==> src/rtl/alu_pkg.sv <==
// Shared definitions for the ALU sequencer, its bench, and ALU32's decoder.
//   alu_op_e : 3-bit ALU operation encoding (0..7)
//   state_e  : sequencer FSM state encoding
//   slt_bit  : signed less-than from operand sign bits and the A-B sign bit
package alu_pkg;

  typedef enum logic [2:0] {
    OP_AND = 3'd0,
    OP_OR  = 3'd1,
    OP_ADD = 3'd2,
    OP_SUB = 3'd3,
    OP_SLT = 3'd4,
    OP_NOR = 3'd5,
    OP_SRL = 3'd6,
    OP_SLL = 3'd7
  } alu_op_e;

  typedef enum logic [1:0] {
    S_IDLE  = 2'd0,
    S_EXEC  = 2'd1,
    S_SHIFT = 2'd2,
    S_RESP  = 2'd3
  } state_e;

  // When the signs differ the subtraction can overflow, so the sign of A
  // alone decides; otherwise the sign of A-B is exact.
  function automatic logic slt_bit(input logic a_msb, input logic b_msb,
                                   input logic diff_msb);
    return (a_msb != b_msb) ? a_msb : diff_msb;
  endfunction

endpackage

==> src/rtl/alu_seq.sv <==
// Request/response sequencer wrapped around an external combinational ALU32.
// Single-cycle ops run one EXEC cycle; shifts are done one bit per cycle by
// feeding the accumulator back through the ALU.
//   clk, rst           : clock, synchronous active-high reset
//   req_valid/ready    : request handshake; req_op, req_a, req_b payload
//   alu_in0/in1/op     : drive to ALU32; alu_out is its combinational result
//   rsp_valid/ready    : response handshake; rsp_data payload
module alu_seq
  import alu_pkg::*;
(
  input  logic        clk,
  input  logic        rst,
  input  logic        req_valid,
  output logic        req_ready,
  input  logic [2:0]  req_op,
  input  logic [31:0] req_a,
  input  logic [31:0] req_b,
  output logic [31:0] alu_in0,
  output logic [31:0] alu_in1,
  output logic [2:0]  alu_op,
  input  logic [31:0] alu_out,
  output logic        rsp_valid,
  input  logic        rsp_ready,
  output logic [31:0] rsp_data
);

  state_e      state_q, state_d;
  logic [2:0]  op_q;
  logic [31:0] a_q, b_q, acc_q, rsp_data_q;
  logic [4:0]  cnt_q;

  logic       accept;
  logic       req_is_shift;
  logic [4:0] req_shamt;

  assign accept       = req_valid && (state_q == S_IDLE);
  assign req_is_shift = (req_op == OP_SRL) || (req_op == OP_SLL);
  assign req_shamt    = req_b[4:0];
  assign rsp_data     = rsp_data_q;

  // State register
  always_ff @(posedge clk) begin
    if (rst) state_q <= S_IDLE;
    else     state_q <= state_d;
  end

  // Next-state logic
  always_comb begin
    state_d = state_q;
    case (state_q)
      S_IDLE: begin
        if (accept) begin
          if (!req_is_shift)        state_d = S_EXEC;
          else if (req_shamt != 0)  state_d = S_SHIFT;
          else                      state_d = S_RESP;
        end
      end
      S_EXEC:  state_d = S_RESP;
      S_SHIFT: if (cnt_q == 5'd1) state_d = S_RESP;
      S_RESP:  if (rsp_ready) state_d = S_IDLE;
      default: state_d = S_IDLE;
    endcase
  end

  // Outputs; the ALU sees a harmless ADD of zeros whenever it is not in use
  always_comb begin
    req_ready = (state_q == S_IDLE);
    rsp_valid = (state_q == S_RESP);
    alu_in0   = 32'd0;
    alu_in1   = 32'd0;
    alu_op    = OP_ADD;
    case (state_q)
      S_EXEC: begin
        alu_in0 = a_q;
        alu_in1 = b_q;
        alu_op  = op_q;
      end
      S_SHIFT: begin
        alu_in0 = acc_q;
        alu_op  = op_q;
      end
      default: ;
    endcase
  end

  // Datapath registers
  always_ff @(posedge clk) begin
    if (rst) begin
      op_q       <= 3'd0;
      a_q        <= 32'd0;
      b_q        <= 32'd0;
      acc_q      <= 32'd0;
      cnt_q      <= 5'd0;
      rsp_data_q <= 32'd0;
    end else begin
      case (state_q)
        S_IDLE: begin
          if (accept) begin
            op_q <= req_op;
            a_q  <= req_a;
            b_q  <= req_b;
            if (req_is_shift) begin
              acc_q <= req_a;
              cnt_q <= req_shamt;
              // Zero shift bypasses the ALU entirely
              if (req_shamt == 5'd0) rsp_data_q <= req_a;
            end
          end
        end
        S_EXEC: begin
          if (op_q == OP_SLT)
            rsp_data_q <= {31'd0, slt_bit(a_q[31], b_q[31], alu_out[31])};
          else
            rsp_data_q <= alu_out;
        end
        S_SHIFT: begin
          acc_q <= alu_out;
          cnt_q <= cnt_q - 5'd1;
          if (cnt_q == 5'd1) rsp_data_q <= alu_out;
        end
        default: ;
      endcase
    end
  end

endmodule

==> config.mk <==
export PLATFORM = sky130hd
export DESIGN_NAME = alu_seq
export DESIGN_NICKNAME = d
export VERILOG_FILES = /design/src/rtl/alu_pkg.sv /design/src/rtl/alu_seq.sv
export SDC_FILE = /design/constraint.sdc
export NUM_CORES = 1
export LEC_CHECK = 0
export ABC_AREA = 0
export CORE_UTILIZATION = 43
export CTS_CLUSTER_SIZE = 28
export DETAILED_ROUTE_END_ITERATION = 16
export GPL_TIMING_DRIVEN = 0
export HOLD_SLACK_MARGIN = 0.12
export PLACE_DENSITY = 0.83
export SYNTH_ARGS = -nofsm -noshare
export SYNTH_HDL_FRONTEND = slang
export SYNTH_SLANG_ARGS = --single-unit
export TNS_END_PERCENT = 20
==> constraint.sdc <==
create_clock -name clk -period 1.8 [get_ports clk]
set_input_delay 0.36 -clock clk [delete_from_list [all_inputs] [get_ports clk]]
set_output_delay 0.36 -clock clk [all_outputs]
set_load 0.01 [all_outputs]
==> flow_metrics.py <==
metrics = {
    "run_status": {
        "status": "finished with violations",
        "failed_checks": "negative setup slack",
    },
    "global_route": {
        "grt_use_total_pct": 32.8,
        "grt.overflow.total": 0,
        "first_global_vias": 7309,
        "antenna_found_initial": 0,
        "grt_max_degree": 17,
        "grt_pass1_wl_um": 40100,
    },
    "setup_path": {
        "cp_slowest_stage_delay_ns": 0.50,
        "critPathCaptureType": "register",
        "criticalPathCategory": "reg2reg",
        "r2r_setup_slack_ns": -0.44,
        "crit_buf_inv": 2,
        "critPathTopFamily": "simple AND/OR/NAND/NOR gates",
        "arrival_ns": 2.52,
        "crit_required_ns": 2.08,
        "startpoint_type": "register",
        "cp.depth": 7,
        "cp_cell_sequence": "inv_2 > ha_4 > or4b_4 > a221oi_4 > and2_4 > clkbuf_16 > a311oi_2",
        "critical_path.max_fanout": 8,
        "critPathSlowestCell": "or4b_4",
        "rr_worst_depth": 7,
    },
    "finish": {
        "syn2layout_area_growth_pct": 68.1,
        "regArea_mm2": 0.00277,
        "fill_cells": 916,
        "finalNonFillerCells": 1267,
        "fin_nets": 1180,
        "n_antenna_cell": 0,
        "drive_above_1_share_pct": 31.0,
        "multi_input_comb_area_mm2": 0.00415,
    },
    "die": {
        "chipWidth_um": 126,
        "die-area_mm2": 0.0159,
        "std_cell_rows": 44,
        "die_y_um": 126,
        "core_area_mm2": 0.0148,
        "start_util_pct": 44.8,
        "io-pin-count": 204,
    },
    "yosys": {
        "syn_nets": 918,
        "ys_seq_area_share_pct": 41.8,
        "synth_top_cell_by_area": "dfxtp_1",
        "synth.area.top_cells": "dfxtp_1, nand2_1, a21oi_1, mux2i_1, a211oi_1",
        "syn_area_mm2": 0.00660,
        "netlist_instances": 808,
        "yosysTopAreaCellShare_pct": 41.8,
        "synth_warnings": 0,
        "ys.flop_type": "dfxtp_1",
        "synth-async-reset-ratio_pct": 0,
        "synth-seq-cells": 138,
        "synth.distinct_cells": 38,
        "syn_avg_cell_area_um2": 8.17,
        "synth-edff-count": 0,
    },
    "detailed_routing": {
        "vias_per_cell": 6.18,
        "vias": 7831,
        "drtPass1Iterations": 6,
        "drc_errors": 0,
        "post_drt_wl_per_cell_um": 22.9,
        "drt_iter0_drc": 782,
        "ant_nets": 0,
        "finalWirelength_um": 29100,
    },
    "power": {
        "total_power_mw": 14.8,
        "clockPowerShare_pct": 24.0,
        "power_switching_share_pct": 36.9,
        "leakage_nw": 4.03,
        "switchingPower_mw": 5.47,
        "internal_power_mw": 9.36,
        "power-per-cell-area_mw_per_mm2": 1340,
        "peakVddDrop_uv": 941,
        "seqPwrFrac_pct": 27.0,
        "power_frac_comb_pct": 48.9,
    },
    "timing": {
        "finalCritPeriodShare_pct": 124,
        "hold_viol": 0,
        "setup_viol": 109,
        "worstMarginPinSlew_ns": 0.760,
        "max_freq_ghz": 0.446,
        "timing.slew.headroom_pct": 49.4,
        "setup_ws_ns": -0.440,
        "fin_worst_skew_ns": 0.00695,
        "rsz0062_at_grt": "true",
        "drv_slew": 0,
        "min_period_ns": 2.24,
    },
    "worst_hold_path": {
        "holdCritPathClass": "reg2reg",
        "hold_path_depth": 2,
    },
    "flow_run": {
        "cap_violations": 0,
    },
    "clock_tree": {
        "root_buffer": "clkbuf_16",
        "clkTransAtPathRegs_ns": 0.06,
        "clkLatencyLatePin_ns": 0.43,
        "cts_made_buffers": 17,
        "clock_path_buffers": 2,
        "clkSinkCount": 138,
        "cts_tree": "yes",
        "ctsHoldBuffers": 0,
        "htreeDepth": 4,
    },
    "placement": {
        "dpl.cell_count": 1194,
        "gp_congestion": 0.863,
        "post-place-ws_ns": -1.08,
        "dpl.hpwl_um": 15900,
        "io_buffers": 202,
    },
}
## final timing paths
check	from	end
worst max-delay path	cnt_q[1]	rsp_data[14]
worst min-delay path	b_q[8]	b_q[8]
worst max register to register	cnt_q[1]	rsp_data[14]
worst min register to register	b_q[8]	b_q[8]
## tightest hold or removal path, delay by kind of cell (launching register included)
| family | cells | cell delay [ns] |
|---|---|---|
| DFF | 1 | 0.30 |
| AOI/OAI and AO/OA | 1 | 0.05 |
| and+or+nand+nor | 1 | 0.05 |
## cell type report
class | instances | share of cell area, %
Sequential cell | 138 | 25.0
Clock buffer | 25 | 4.55
Timing Repair Buffer | 246 | 23.0
Multi-Input combinational cell | 585 | 37.3
Tap cell | 184 | 2.07
Clock inverter | 7 | 0.789
Inverter | 8 | 0.327
Buffer | 74 | 6.92
## flip-flops by register name (all words and copies together), names as in the netlist
signal / cells
acc_q: 32
state_q: 2
op_q: 3
rsp_data: 32
a_q: 32
cnt_q: 5
b_q: 32
## power by group through the flow
stage	registers (mW)	logic, mW	clock network, mW
after global placement	3.92	4.52	0
after detailed placement	3.94	4.61	0
after global routing	4.05	7.49	3.71
final	4.01	7.25	3.56
after floorplan	3.96	2.77	0
after CTS	3.93	6.05	3.53
## through the flow
step | util, % | hold slack, ns | cell area [um^2] | TNS, ns
after floorplan | - | 0.432 | 6680 | -7.90
after global placement | 60.5 | 0.437 | 8930 | -117.93
after detailed placement | 60.5 | 0.442 | 8930 | -120.29
after CTS | 70.7 | 0.449 | 10400 | -31.13
after global routing | 75.2 | 0.468 | 11100 | -37.41
final | 75.2 | 0.449 | 11100 | -33.94
## per-layer routing
| layer | vias to the layer above | part of all wire [%] | track usage (%) |
|---|---|---|---|
| met5 | - | 0 | 0 |
| met4 | 0 | 6.3 | 18.2 |
| met3 | 179 | 10 | 7.05 |
| li1 | 3356 | - | - |
| met1 | 3668 | 37 | 40.5 |
| met2 | 628 | 46 | 53.1 |
## repair_timing
item / 4_1_cts / 5_1_grt
cloned: 8 / 7
pin swaps: 41 / 39
gates resized for setup: 495 / 117
setup buffers: 17 / 12
setup endpoints to repair: 207 / 195
## Yosys cell counts, types with 2 or more instances
| master | count |
|---|---|
| nand2_1 | 144 |
| dfxtp_1 | 138 |
| a21oi_1 | 105 |
| clkbuf_1 | 56 |
| nor2_1 | 37 |
| and2_1 | 36 |
| nor2b_1 | 36 |
| a211oi_1 | 33 |
| a22oi_1 | 33 |
| nand2b_1 | 33 |
| mux2i_1 | 32 |
| nand3_1 | 32 |
| a311oi_1 | 25 |
| buf_1 | 8 |
| a311oi_2 | 7 |
| ha_1 | 7 |
| inv_1 | 7 |
| buf_2 | 6 |
| o21ai_0 | 6 |
| buf_6 | 5 |
| a22o_1 | 2 |
| buf_8 | 2 |
| nand3b_1 | 2 |
| nor3b_1 | 2 |
## logic make-up (layout without fill, tap and decap cells)
logic type	Yosys count	after routing	synth area share, %
AND/OR/NAND/NOR	325	325	23.5
buffers and inverters	85	360	5.86
adder cells (fa/ha/maj)	7	7	1.33
AO/OA/AOI/OAI	221	221	22.6
multiplexers	32	32	4.85
flip-flops	138	138	41.8
## layout by cell type (no fill, tap or decap), types with 7 or more instances in the layout
cell type	Yosys	routed
buf_6	5	58
nand3_1	32	32
buf_2	6	22
clkdlybuf4s50_1	0	133
and2_1	36	11
clkbuf_2	0	11
nor2b_4	0	26
nand2b_1	33	32
mux2i_1	32	32
buf_8	2	12
buf_4	0	30
nor2_1	37	37
a311oi_1	25	8
a21oi_2	0	7
dfxtp_1	138	134
nand2_1	144	143
a211oi_1	33	30
clkbuf_1	56	25
a21oi_1	105	97
and2_4	0	25
clkbuf_8	0	7
a22oi_2	0	32
clkbuf_16	0	38
a311oi_2	7	24
Power figures use the tool's default switching activity.
